--- src/rtl/spi_frame_transmitter_if.sv ---
// Sample-input handshake bundle for spi_frame_transmitter.
// The master is the sample source and the slave is the transmitter.
interface spi_frame_transmitter_if #(
    parameter int DATA_WIDTH = 16
);
    logic [DATA_WIDTH-1:0] in_data;
    logic                  in_valid;
    logic                  in_ready;

    modport master (
        output in_data,
        output in_valid,
        input  in_ready
    );

    modport slave (
        input  in_data,
        input  in_valid,
        output in_ready
    );
endinterface

--- src/rtl/spi_frame_transmitter.sv ---
// SPI master serializer: FIFO-buffered samples, one chip-select frame
// per sample (MSB-first data, zero padding), then an inter-frame gap.
module spi_frame_transmitter #(
    parameter int DATA_WIDTH = 16,
    parameter int FRAME_BITS = 32,
    parameter int FIFO_DEPTH = 4,
    parameter int GAP_CYCLES = 1
) (
    input  logic                          serial_clk,
    input  logic                          reset,
    spi_frame_transmitter_if.slave        in_if,
    output logic                          chip_select,
    output logic                          mosi,
    output logic                          busy,
    output logic                          frame_done,
    output logic [$clog2(FIFO_DEPTH):0]   fifo_count
);
    localparam int AW = $clog2(FIFO_DEPTH);
    localparam int CW = AW + 1;
    localparam int FW = $clog2(FRAME_BITS);
    localparam int GW = $clog2(GAP_CYCLES + 1);

    localparam logic [FW-1:0] LAST_DATA  = FW'(DATA_WIDTH - 1);
    localparam logic [FW-1:0] LAST_FRAME = FW'(FRAME_BITS - 1);
    localparam logic [GW-1:0] LAST_GAP   = GW'(GAP_CYCLES - 1);
    localparam logic [CW-1:0] FULL_CNT   = CW'(FIFO_DEPTH);

    typedef enum logic [1:0] {
        IDLE,
        SHIFT,
        PAD,
        GAP
    } state_t;

    state_t                state_q;
    logic                  cs_q;
    logic                  mosi_q;
    logic                  done_q;
    logic [FW-1:0]         fcnt_q;
    logic [GW-1:0]         gcnt_q;
    logic [DATA_WIDTH-1:0] sh_q;

    logic [DATA_WIDTH-1:0] mem_q [FIFO_DEPTH];
    logic [AW-1:0]         wr_q;
    logic [AW-1:0]         rd_q;
    logic [CW-1:0]         cnt_q;
    logic [CW-1:0]         cnt_d;

    logic                  push;
    logic                  pop;
    logic [DATA_WIDTH-1:0] head;

    assign in_if.in_ready = (cnt_q != FULL_CNT);
    assign push = in_if.in_valid && in_if.in_ready;
    assign head = mem_q[rd_q];

    // A frame may start from IDLE or on the last gap cycle, so
    // back-to-back frames see exactly GAP_CYCLES high cycles.
    assign pop = (cnt_q != '0) &&
                 ((state_q == IDLE) ||
                  ((state_q == GAP) && (gcnt_q == LAST_GAP)));

    always_comb begin
        cnt_d = cnt_q;
        if (push && !pop) begin
            cnt_d = cnt_q + 1'b1;
        end else if (pop && !push) begin
            cnt_d = cnt_q - 1'b1;
        end
    end

    always_ff @(posedge serial_clk) begin
        if (push) begin
            mem_q[wr_q] <= in_if.in_data;
        end
    end

    always_ff @(posedge serial_clk or negedge reset) begin
        if (!reset) begin
            wr_q  <= '0;
            rd_q  <= '0;
            cnt_q <= '0;
        end else begin
            cnt_q <= cnt_d;
            if (push) begin
                wr_q <= wr_q + 1'b1;
            end
            if (pop) begin
                rd_q <= rd_q + 1'b1;
            end
        end
    end

    always_ff @(posedge serial_clk or negedge reset) begin
        if (!reset) begin
            state_q <= IDLE;
            cs_q    <= 1'b1;
            mosi_q  <= 1'b0;
            done_q  <= 1'b0;
            fcnt_q  <= '0;
            gcnt_q  <= '0;
            sh_q    <= '0;
        end else begin
            done_q <= 1'b0;
            if (pop) begin
                state_q <= SHIFT;
                cs_q    <= 1'b0;
                mosi_q  <= head[DATA_WIDTH-1];
                sh_q    <= head;
                fcnt_q  <= '0;
            end else begin
                unique case (state_q)
                    IDLE: begin
                        cs_q   <= 1'b1;
                        mosi_q <= 1'b0;
                    end
                    SHIFT, PAD: begin
                        fcnt_q <= fcnt_q + 1'b1;
                        if (fcnt_q == LAST_FRAME) begin
                            state_q <= GAP;
                            cs_q    <= 1'b1;
                            mosi_q  <= 1'b0;
                            done_q  <= 1'b1;
                            gcnt_q  <= '0;
                        end else if (state_q == SHIFT) begin
                            if (fcnt_q == LAST_DATA) begin
                                state_q <= PAD;
                                mosi_q  <= 1'b0;
                            end else begin
                                mosi_q <= sh_q[DATA_WIDTH-2];
                                sh_q   <= {sh_q[DATA_WIDTH-2:0], 1'b0};
                            end
                        end
                    end
                    GAP: begin
                        if (gcnt_q == LAST_GAP) begin
                            state_q <= IDLE;
                        end else begin
                            gcnt_q <= gcnt_q + 1'b1;
                        end
                    end
                    default: state_q <= IDLE;
                endcase
            end
        end
    end

    assign chip_select = cs_q;
    assign mosi        = mosi_q;
    assign frame_done  = done_q;
    assign busy        = (state_q != IDLE);
    assign fifo_count  = cnt_q;
endmodule

--- src/flat_wrapper.sv ---
// flat-port wrapper written by rule: the top's interface ports become plain ports
module spi_frame_transmitter_flat 
#(
    parameter int DATA_WIDTH = 16,
    parameter int FRAME_BITS = 32,
    parameter int FIFO_DEPTH = 4,
    parameter int GAP_CYCLES = 1
)
  (serial_clk, reset, chip_select, mosi, busy, frame_done, fifo_count, in_if_in_data, in_if_in_valid, in_if_in_ready);
  spi_frame_transmitter_if #(.DATA_WIDTH(DATA_WIDTH)) in_if_i ();
  input  logic serial_clk;
  input  logic reset;
  output logic chip_select;
  output logic mosi;
  output logic busy;
  output logic frame_done;
  output logic [$clog2(FIFO_DEPTH):0] fifo_count;
  input wire logic [$bits(in_if_i.in_data)-1:0] in_if_in_data;
  input wire logic [$bits(in_if_i.in_valid)-1:0] in_if_in_valid;
  output wire logic [$bits(in_if_i.in_ready)-1:0] in_if_in_ready;
  assign in_if_i.in_data = in_if_in_data;
  assign in_if_i.in_valid = in_if_in_valid;
  assign in_if_in_ready = in_if_i.in_ready;
  spi_frame_transmitter #(.DATA_WIDTH(DATA_WIDTH), .FRAME_BITS(FRAME_BITS), .FIFO_DEPTH(FIFO_DEPTH), .GAP_CYCLES(GAP_CYCLES)) u_core (.serial_clk(serial_clk), .reset(reset), .in_if(in_if_i), .chip_select(chip_select), .mosi(mosi), .busy(busy), .frame_done(frame_done), .fifo_count(fifo_count));
endmodule
--- config.mk ---
export PLATFORM = sky130hd
export DESIGN_NAME = spi_frame_transmitter_flat
export DESIGN_NICKNAME = d
export VERILOG_FILES = /design/src/rtl/spi_frame_transmitter_if.sv /design/src/rtl/spi_frame_transmitter.sv /design/src/flat_wrapper.sv
export SDC_FILE = /design/constraint.sdc
export NUM_CORES = 1
export LEC_CHECK = 0
export BUFFER_PORTS_ARGS = -buffer_cell sky130_fd_sc_hd__buf_2
export CORE_ASPECT_RATIO = 1.5
export CORE_UTILIZATION = 55
export DETAILED_ROUTE_END_ITERATION = 16
export GPL_TIMING_DRIVEN = 0
export PLACE_DENSITY = 0.77
export SETUP_SLACK_MARGIN = 0.02
export SYNTH_ARGS = -nofsm -noshare
export SYNTH_HDL_FRONTEND = slang
export SYNTH_SLANG_ARGS = --single-unit
--- constraint.sdc ---
create_clock -name serial_clk -period 5.9 [get_ports serial_clk]
set_input_delay 0 -clock serial_clk [delete_from_list [all_inputs] [get_ports serial_clk]]
set_output_delay 0 -clock serial_clk [all_outputs]
set_load 0.05 [all_outputs]
==> results.json, run 1 <==
{
  "num_vias": 2106,
  "worstPathArrival_ns": 2.60,
  "maxCapViolCount": 0,
  "syn_area_um2": 4006,
  "crit-reg2reg-launch": "u_core.state_q[0]",
  "ys_seq_area_share_pct": 67.99,
  "yosys_most_used_dff": "edfxtp_1",
  "dp_hpwl_um": 4148,
  "cp_slowest_cell": "dfrtp_1",
  "initial_core_util_pct": 57.69,
  "root_buffer": "clkbuf_8",
  "rsz0062_at_grt": "no",
  "antenna_cells": 0,
  "cts_made_buffers": 9,
  "post_cts_buffers": 0,
  "skew_ns": 0.005508,
  "setup_tns_ns": 0,
  "postSynthNetCount": 277,
  "p_clk_share_pct": 16.6,
  "yosysWarnings": 0,
  "ioPinCount": 27,
  "hold_buffers": 17,
  "synth_top_area_share_pct": 47.97,
  "internal_power_mw": 1.575,
  "critPathMaxStageDelay_ns": 0.41,
  "slew_headroom_pct": 41.39,
  "p_seq_share_pct": 41.6,
  "end_kind": "register",
  "netSwitchingFraction_pct": 35.89,
  "multiInputGateArea_um2": 1166,
  "fill_cells": 509,
  "cp-startpoint": "u_core.state_q[0]",
  "path_cells": "inv_1 -> ha_1 -> nor2_2 -> inv_2 -> ha_1 -> inv_1 -> fa_1 -> mux2_2",
  "post-synth-top-count-cell": "edfxtp_1",
  "hold_class": "in2reg",
  "setup_viol": 0,
  "cts.htree.levels": 3,
  "core_area_um2": 6944,
  "grt_max_degree": 33,
  "fin_util_pct": 66.09,
  "ant_nets": 0,
  "drive_above_1_share_pct": 23.76,
  "worstSetupPathType": "reg2reg",
  "syn-instance-count": 245,
  "outcome": "completed",
  "peakVddDrop_v": 0.0002265,
  "gr-total-overflow": 0,
  "min_period_ns": 2.344,
  "clockBufferDepth": 2,
  "ys_types": 40,
  "worstPathMaxFanout": 7,
  "holdPathStages": 3,
  "avgSynthCellArea_um2": 16.35,
  "grt_pass1_vias": 2279,
  "gr-usage-all-layers_pct": 18.96,
  "layout_setup_ws_ns": 3.556,
  "power.density_nw_per_um2": 535.4,
  "fmax_mhz": 426.6,
  "post-route-period-util_pct": 39.73,
  "pre_cts_ws_ns": 3.551,
  "grt_pass1_wl_um": 10570,
  "wire_per_inst_um": 16.77,
  "finalPower_mw": 2.457,
  "pwr-share-comb_pct": 41.8,
  "clk_pin_slew_ns": 0.09,
  "cts_sinks": 96,
  "ys_ff_latch": 96,
  "remaining_drc_errors": 0,
  "dr.pass1.iters": 4,
  "power_leakage_nw": 1.763,
  "dieArea_um2": 7637,
  "cts_tree": "yes",
  "slew_violations": 0,
  "ff_latch_area_um2": 2724,
  "synth_top_cells_by_count": "edfxtp_1, dfrtp_1, nand2_1",
  "rows": 37,
  "synth_area_leaders": "edfxtp_1, dfrtp_1, mux4_2",
  "avgViaCountPerCell": 5.528,
  "die_x_um": 71.69,
  "antenna_found_initial": 0,
  "ctsResizeCount": 0,
  "die_height_um": 106.5,
  "synth_top_area_cell": "edfxtp_1",
  "reg2regPathDepth": 8,
  "detail_route.iter0.violations": 83,
  "setup.worst_path.start_class": "register",
  "switching_power_mw": 0.8819,
  "ys_async_sr_fraction_pct": 33.33,
  "synth_edf_count": 64,
  "tightestPinTransition_ns": 0.8791,
  "critPathRequiredTime_ns": 6.15,
  "layout-area-overhead-vs-synth_pct": 14.55,
  "gp_congestion": 0.8296,
  "routed_wl_um": 6391,
  "clk_latency_ns": 0.36,
  "nets": 331,
  "hold_violations": 0,
  "port_buffers": 26,
  "min-delay-start": "in_if_in_valid"
}
cells in the final DEF (no fill, tap or decap), drive strengths merged:
cell	synthesis	layout
nand2	24	24
bufinv	0	1
a21oi	2	2
xor2	3	3
mux4	16	16
and3	5	5
and3b	1	1
a211oi	1	1
nor4	1	1
o2bb2ai	2	2
dlygate4sd3	0	17
a2bb2oi	1	1
dfstp	1	1
nand3b	1	1
clkinv	0	2
clkbuf	3	12
xnor2	5	5
inv	12	12
mux2i	14	14
a31oi	1	1
mux2	2	2
buf	6	32
nor3	1	1
a22o	2	2
nor2	7	7
clkinvlp	0	3
and2	1	1
dfrtp	31	31
edfxtp	64	64
o21a	1	1
ha	12	12
fa	1	1
nand3	1	1
o21ai	21	21
nor2b	2	2
per-layer routing:
metal | GRT usage [%] | wire length, µm | vias up | share of wire (%)
met4 | 9.524 | 117 | 0 | 1.8
met2 | 30.80 | 3298 | 36 | 52
met1 | 23.70 | 2807 | 1045 | 44
met5 | 0 | 0 | - | 0
met3 | 4.455 | 169 | 9 | 2.6
li1 | - | - | 1016 | -
worst max-delay path, delay by kind of cell (launching register included):
kind                       cells  cell delay [ns]
buffers and inverters          3             0.27
DFF                            1             0.41
adders and majority gates      3             0.99
and+or+nand+nor                1             0.30
muxes                          1             0.27
state kept, by name, summed over array words and instances (netlist names):
name / flops
u_core.state_q: 2
u_core.mem_q: 64
u_core.fcnt_q: 5
u_core.sh_q: 15
u_core.chip_select: 1
u_core.fifo_count: 3
u_core.rd_q: 2
u_core.frame_done: 1
u_core.wr_q: 2
u_core.mosi: 1
cell type report:
| cell class | instances | area share [%] |
|---|---|---|
| buffer | 9 | 1.554 |
| clock inverter | 6 | 1.336 |
| clock buffer | 9 | 2.699 |
| timing repair buffer | 43 | 6.543 |
| sequential | 96 | 59.35 |
| inverter | 12 | 0.9815 |
| multi-input combinational | 128 | 25.41 |
| tap | 78 | 2.127 |
power by group through the flow:
stage / Combinational (mW) / Sequential (mW) / Clock (mW)
after floorplan: 0.768 / 1.07 / 0
after global placement: 1.01 / 1.03 / 0
after detailed placement: 1.03 / 1.04 / 0
after CTS: 1.04 / 1.02 / 0.417
after global routing: 1.15 / 1.04 / 0.437
final: 1.03 / 1.02 / 0.407
path summary, 6_finish.rpt:
path | slack (ns) | endpoint
max in group asynchronous | 5.22 | u_core.wr_q[0]
min | 0.11 | u_core.wr_q[0]
max | 3.56 | u_core.fifo_count[1]
max reg2reg | 3.56 | u_core.fifo_count[1]
min reg2reg | 0.51 | u_core.chip_select
min in group asynchronous | 0.22 | u_core.state_q[0]
per-stage QoR:
stage | instance area (µm²) | std cells | hold WS [ns]
after floorplan | 4006 | 245 | -0.2956
after global placement | 4234 | 349 | 0.09437
after detailed placement | 4234 | 349 | 0.09879
after CTS | 4589 | 381 | 0.07297
after global routing | 4589 | 381 | 0.1206
final | 4589 | 381 | 0.1093
cell families after synthesis:
family	share of synthesized area [%]
xor+xnor	1.749
mux	13.05
fa+ha+maj	4.247
flops	67.99
buf+inv	2.904
compound gates	4.716
simple gates	5.341
(Power assumes the default switching activity.)
==> run 2: changes to the inputs <==
--- a/config.mk
+++ b/config.mk
@@ -7,10 +7,10 @@
 export LEC_CHECK = 0
 export BUFFER_PORTS_ARGS = -buffer_cell sky130_fd_sc_hd__buf_2
 export CORE_ASPECT_RATIO = 1.5
-export CORE_UTILIZATION = 55
+export CORE_UTILIZATION = 54
 export DETAILED_ROUTE_END_ITERATION = 16
 export GPL_TIMING_DRIVEN = 0
-export PLACE_DENSITY = 0.77
+export PLACE_DENSITY = 0.78
 export SETUP_SLACK_MARGIN = 0.02
 export SYNTH_ARGS = -nofsm -noshare
 export SYNTH_HDL_FRONTEND = slang
==> constraint.sdc (replaced) <==
create_clock -name serial_clk -period 2.1 [get_ports serial_clk]
set_input_delay 0 -clock serial_clk [delete_from_list [all_inputs] [get_ports serial_clk]]
set_output_delay 0 -clock serial_clk [all_outputs]
set_load 0.05 [all_outputs]
==> results.json, run 2 (same netlist as run 1, synthesis figures left out) <==
{
  "outcome": "completed",
  "rsz0062_at_grt": "no",
  "maxCapViolCount": 0,
  "setup_tns_ns": 0,
  "hold_violations": 0,
  "antenna_cells": 0,
  "die_height_um": 107.5,
  "core_area_um2": 7227,
  "slew_violations": 0,
  "final_cell_mix": "edfxtp_1, buf_2, dfrtp_1",
  "gr-total-overflow": 0,
  "critPathRequiredTime_ns": 2.39,
  "placed_cell_area_um2": 4290,
  "reg2reg_to": "u_core.fifo_count[2]",
  "min-delay-start": "in_if_in_valid",
  "finalPower_mw": 7.258,
  "skew_ns": 0.007542,
  "switching_power_mw": 2.640,
  "power.density_nw_per_um2": 1517,
  "hold_class": "in2reg",
  "dp.cells": 371,
  "grt_pass1_wl_um": 10560,
  "netSwitchingFraction_pct": 36.37,
  "layout_commonest_cell": "edfxtp_1",
  "layout.cells.non_filler": 417,
  "clk_latency_ns": 0.36,
  "critPathMaxStageDelay_ns": 0.52,
  "avgViaCountPerCell": 5.242,
  "setup.worst_path.start_class": "register",
  "tightestPinTransition_ns": 0.8628,
  "fmax_mhz": 497.2,
  "largest-register": "u_core.mem_q",
  "cts_sinks": 96,
  "cp.depth": 9,
  "port_buffers": 26,
  "clockBufferDepth": 2,
  "timing.critical_path.buf_inv": 2,
  "nets": 344,
  "worstPathMaxFanout": 5,
  "detail_route.iter0.violations": 109,
  "hold_end": "u_core.wr_q[0]",
  "ant_nets": 0,
  "drive_above_1_share_pct": 30.60,
  "worst_path_most_repeated_cell": "xor2_1",
  "min_period_ns": 2.011,
  "antenna_found_initial": 0,
  "root_buffer": "clkbuf_8",
  "internal_power_mw": 4.618,
  "holdPathStages": 3,
  "path_cells": "nor3_4 -> nor2_4 -> inv_2 -> ha_4 -> inv_1 -> fa_1 -> xor2_1 -> nor2_1 -> xor2_1",
  "grt_pass1_vias": 2256,
  "grt_max_degree": 33,
  "p_clk_share_pct": 14.3,
  "die_x_um": 72.33,
  "dp_hpwl_um": 4236,
  "end_kind": "register",
  "cts.htree.levels": 3,
  "cp_slowest_cell": "dfrtp_4",
  "dr.pass1.iters": 4,
  "routed_wl_um": 6684,
  "worstSetupPathType": "reg2reg",
  "wire_per_inst_um": 16.03,
  "pre_cts_ws_ns": -0.1345,
  "layout_setup_ws_ns": 0.08866,
  "remaining_drc_errors": 0,
  "largest_reg_flops": 64,
  "post-route-period-util_pct": 95.78,
  "peakVddDrop_v": 0.0007940,
  "r2r_slack_ns": 0.09,
  "num_vias": 2186,
  "ioPinCount": 27,
  "top_regs": "u_core.mem_q x64, u_core.sh_q x15, u_core.fcnt_q x5",
  "p_seq_share_pct": 40.0,
  "power_leakage_nw": 1.830,
  "worstPathArrival_ns": 2.30,
  "reg2regPathDepth": 9,
  "crit-reg2reg-launch": "u_core.fifo_count[0]",
  "gr-usage-all-layers_pct": 18.90,
  "pwr-share-comb_pct": 45.7,
  "gp_congestion": 0.8014,
  "cp_top_family": "flip-flops",
  "layout-area-overhead-vs-synth_pct": 19.46,
  "dieArea_um2": 7775,
  "cts_tree": "yes",
  "initial_core_util_pct": 55.44,
  "slew_headroom_pct": 42.48,
  "cts_made_buffers": 9,
  "fin_util_pct": 66.22,
  "setup_viol": 0,
  "final_area_um2": 4786,
  "hold_ws_ns": 0.04101,
  "rows": 38,
  "clk_pin_slew_ns": 0.09
}
-- run 2: timing repair --
action,CTS,global route
pin swaps,2,3
endpoints found under the hold margin,95,0
resized for setup,6,5
setup endpoints to repair,11,11
hold buffers,17,0
setup buffers,4,9
-- run 2: how the worst max path moves through the flow --
stage | start | end | slack (ns)
2_1_floorplan | u_core.fifo_count[0] | u_core.fifo_count[2] | 0.01
3_3_place_gp | u_core.state_q[0] | u_core.fifo_count[1] | -0.11
3_5_place_dp | u_core.state_q[0] | u_core.fifo_count[1] | -0.13
4_1_cts | u_core.fifo_count[2] | u_core.fifo_count[2] | 0.03
5_1_grt | u_core.fcnt_q[1] | u_core.sh_q[13] | 0.01
6_report | u_core.fifo_count[0] | u_core.fifo_count[2] | 0.09
-- run 2: worst reg2reg max path, cell delays in order, from the launching register on --
cell and delay [ns]:
dfrtp_4 0.52, nor3_4 0.26, nor2_4 0.06, inv_2 0.10
ha_4 0.14, inv_1 0.05, fa_1 0.37, xor2_1 0.17
nor2_1 0.14, xor2_1 0.15
-- run 2: routing by layer --
layer,GRT usage (%),vias to the layer above,share of wire [%]
met5,0,-,0
met4,9.104,0,1.8
met3,4.869,8,2.5
met2,32.11,37,53
met1,22.02,1098,43
li1,-,1043,-
-- run 2: layout make-up --
cell class                      instances  area, µm²
Tap cell                              100      125.1
Timing Repair Buffer                   56      397.9
Fill cell                             524       2441
Multi-Input combinational cell        128       1254
Sequential cell                        96       2730
Clock inverter                          6      35.03
Inverter                               12      45.04
Buffer                                  9      71.32
Clock buffer                           10      127.6
-- run 2: power groups by stage --
stage / sequential, mW / clock (mW) / combinational [mW]
finish: 2.90 / 1.04 / 3.32
global route: 2.97 / 1.12 / 3.61
CTS: 2.92 / 1.06 / 3.11
detailed placement: 2.95 / 0 / 2.95
global placement: 2.92 / 0 / 2.88
floorplan: 3.04 / 0 / 2.20
==> run 3: changes to the inputs <==
--- a/config.mk
+++ b/config.mk
@@ -5,13 +5,14 @@
 export SDC_FILE = /design/constraint.sdc
 export NUM_CORES = 1
 export LEC_CHECK = 0
-export BUFFER_PORTS_ARGS = -buffer_cell sky130_fd_sc_hd__buf_2
 export CORE_ASPECT_RATIO = 1.5
-export CORE_UTILIZATION = 54
+export CORE_UTILIZATION = 55
 export DETAILED_ROUTE_END_ITERATION = 16
+export DONT_BUFFER_PORTS = 1
 export GPL_TIMING_DRIVEN = 0
-export PLACE_DENSITY = 0.78
+export PLACE_DENSITY = 0.76
 export SETUP_SLACK_MARGIN = 0.02
+export SKIP_LAST_GASP = 1
 export SYNTH_ARGS = -nofsm -noshare
 export SYNTH_HDL_FRONTEND = slang
 export SYNTH_SLANG_ARGS = --single-unit
==> results.json, run 3 (same netlist as run 1, synthesis figures left out) <==
{
  "timing.critical_path.buf_inv": 1,
  "layout_commonest_cell": "edfxtp_1",
  "layout-area-overhead-vs-synth_pct": 16.02,
  "critPathMaxStageDelay_ns": 0.61,
  "power.density_nw_per_um2": 1545,
  "cts_tree": "yes",
  "outcome": "completed",
  "crit-reg2reg-launch": "u_core.fifo_count[1]",
  "fill_cells": 487,
  "placed_cell_area_um2": 4133,
  "rsz0062_at_grt": "yes",
  "maxCapViolCount": 0,
  "grt_pass1_vias": 2133,
  "rows": 37,
  "path_cells": "nor2_4 -> nand2_8 -> and2_4 -> ha_4 -> inv_2 -> fa_2 -> mux2_2",
  "largest_reg_flops": 64,
  "setup.worst_path.start_class": "register",
  "antenna_found_initial": 0,
  "reg2reg_to": "u_core.fifo_count[1]",
  "detail_route.iter0.violations": 75,
  "cts_made_buffers": 9,
  "fin_util_pct": 66.94,
  "dr.pass1.iters": 4,
  "multiInputGateArea_um2": 1254,
  "routed_wl_um": 6414,
  "avgViaCountPerCell": 5.727,
  "clockBufferDepth": 2,
  "worstPathMaxFanout": 6,
  "skew_ns": 0.007030,
  "hold_class": "in2async",
  "gr-usage-all-layers_pct": 18.72,
  "power_leakage_nw": 1.722,
  "slew_violations": 0,
  "ff_latch_area_um2": 2735,
  "setup_tns_ns": 0,
  "antenna_cells": 0,
  "cp_top_family": "flip-flops",
  "initial_core_util_pct": 57.69,
  "die_height_um": 106.5,
  "peakVddDrop_v": 0.0008245,
  "min_period_ns": 2.092,
  "r2r_slack_ns": 0.008,
  "hold_violations": 0,
  "ioPinCount": 27,
  "final_cell_mix": "edfxtp_1, dfrtp_1, nand2_1",
  "final_area_um2": 4648,
  "top_regs": "u_core.mem_q x64, u_core.sh_q x15, u_core.fcnt_q x5",
  "gp_congestion": 0.7757,
  "drive_above_1_share_pct": 24.65,
  "worstSetupPathType": "reg2reg",
  "setup_viol": 0,
  "grt_pass1_wl_um": 10450,
  "clk_latency_ns": 0.36,
  "reg2regPathDepth": 7,
  "num_vias": 2096,
  "post-route-period-util_pct": 99.64,
  "wire_per_inst_um": 17.52,
  "dieArea_um2": 7637,
  "remaining_drc_errors": 0,
  "largest-register": "u_core.mem_q",
  "end_kind": "register",
  "port_buffers": 0,
  "dp_hpwl_um": 4129,
  "ant_nets": 0,
  "clk_pin_slew_ns": 0.10,
  "gr-total-overflow": 0,
  "die_x_um": 71.69,
  "core_area_um2": 6944,
  "grt_max_degree": 33,
  "critPathRequiredTime_ns": 2.35,
  "cp_slowest_cell": "dfrtp_4",
  "slew_headroom_pct": 43.78,
  "root_buffer": "clkbuf_8",
  "fmax_mhz": 477.9,
  "nets": 315,
  "cts_sinks": 96,
  "worstPathArrival_ns": 2.34,
  "tightestPinTransition_ns": 0.8432,
  "cts.htree.levels": 3
}
run 3: cell count changes in the layout (fill, tap and decap cells not counted), moves of 2 or more:
cell | before | now
ha_2 | 0 | 2
inv_8 | 0 | 2
dfrtp_2 | 2 | 0
buf_4 | 14 | 9
buf_2 | 28 | 2
dfrtp_4 | 1 | 3
run 3: cell type report:
type,count,area share (%)
plain buffers,9,1.534
clock buffers,9,2.665
clock inverters,7,1.319
inverters,12,0.9690
multi-input cells,128,26.97
flip-flops and latches,96,58.84
well taps,78,2.100
repair buffers,27,5.599
run 3: routing by layer:
metal  part of all wire [%]  track usage, %  vias to the layer above  wire length [µm]
met3                    2.9           4.739                        7               188
met5                      0               0                        -                 0
met1                     42           22.99                     1056              2716
met2                     53           32.08                       42              3422
li1                       -               -                      991                 -
met4                    1.4           6.303                        0                87
run 3: worst max path at each step:
stage	to	startpoint	cells after the start	slack, ns
3_5_place_dp	u_core.fifo_count[2]	u_core.fifo_count[0]	9	-0.16
3_3_place_gp	u_core.fifo_count[2]	u_core.fifo_count[0]	9	-0.14
5_1_grt	u_core.fifo_count[1]	u_core.fifo_count[1]	7	-0.05
4_1_cts	u_core.fifo_count[1]	u_core.fifo_count[0]	7	-0.03
6_report	u_core.fifo_count[1]	u_core.fifo_count[1]	7	0.008
2_1_floorplan	u_core.fifo_count[2]	u_core.fifo_count[0]	9	0.01
run 3: metrics by stage:
| stage | setup WS, ns | std cells | total power, mW | hold slack, ns |
|---|---|---|---|---|
| after global routing | -0.05117 | 366 | 7.621 | 0.07792 |
| final | 0.007541 | 366 | 7.180 | 0.07665 |
| after CTS | -0.03013 | 363 | 7.167 | 0.09032 |
| after floorplan | 0.009907 | 245 | 5.234 | -0.2956 |
| after global placement | -0.1363 | 323 | 5.705 | -0.2938 |
| after detailed placement | -0.1639 | 323 | 5.787 | -0.2940 |
run 3: repair_timing:
item / in CTS / in global routing
pin swaps: 5 / 5
hold buffers: 19 / 0
hold endpoints to repair: 98 / 0
setup endpoints to repair: 11 / 11
buffers inserted: 5 / 3
gates cloned: 0 / 0
gates resized for setup: 11 / 5
run 3: where the power goes:
part           switching [mW]  total (mW)  internal (mW)
sequential              0.487        3.13           2.64
combinational            1.50        2.93           1.43
clock                   0.668        1.12          0.455
run 3: worst reg2reg max path: stages (launching register included):
cell and delay, ns:
dfrtp_4 0.61, nor2_4 0.20, nand2_8 0.12, and2_4 0.19, ha_4 0.16, inv_2 0.05, fa_2 0.41, mux2_2 0.26
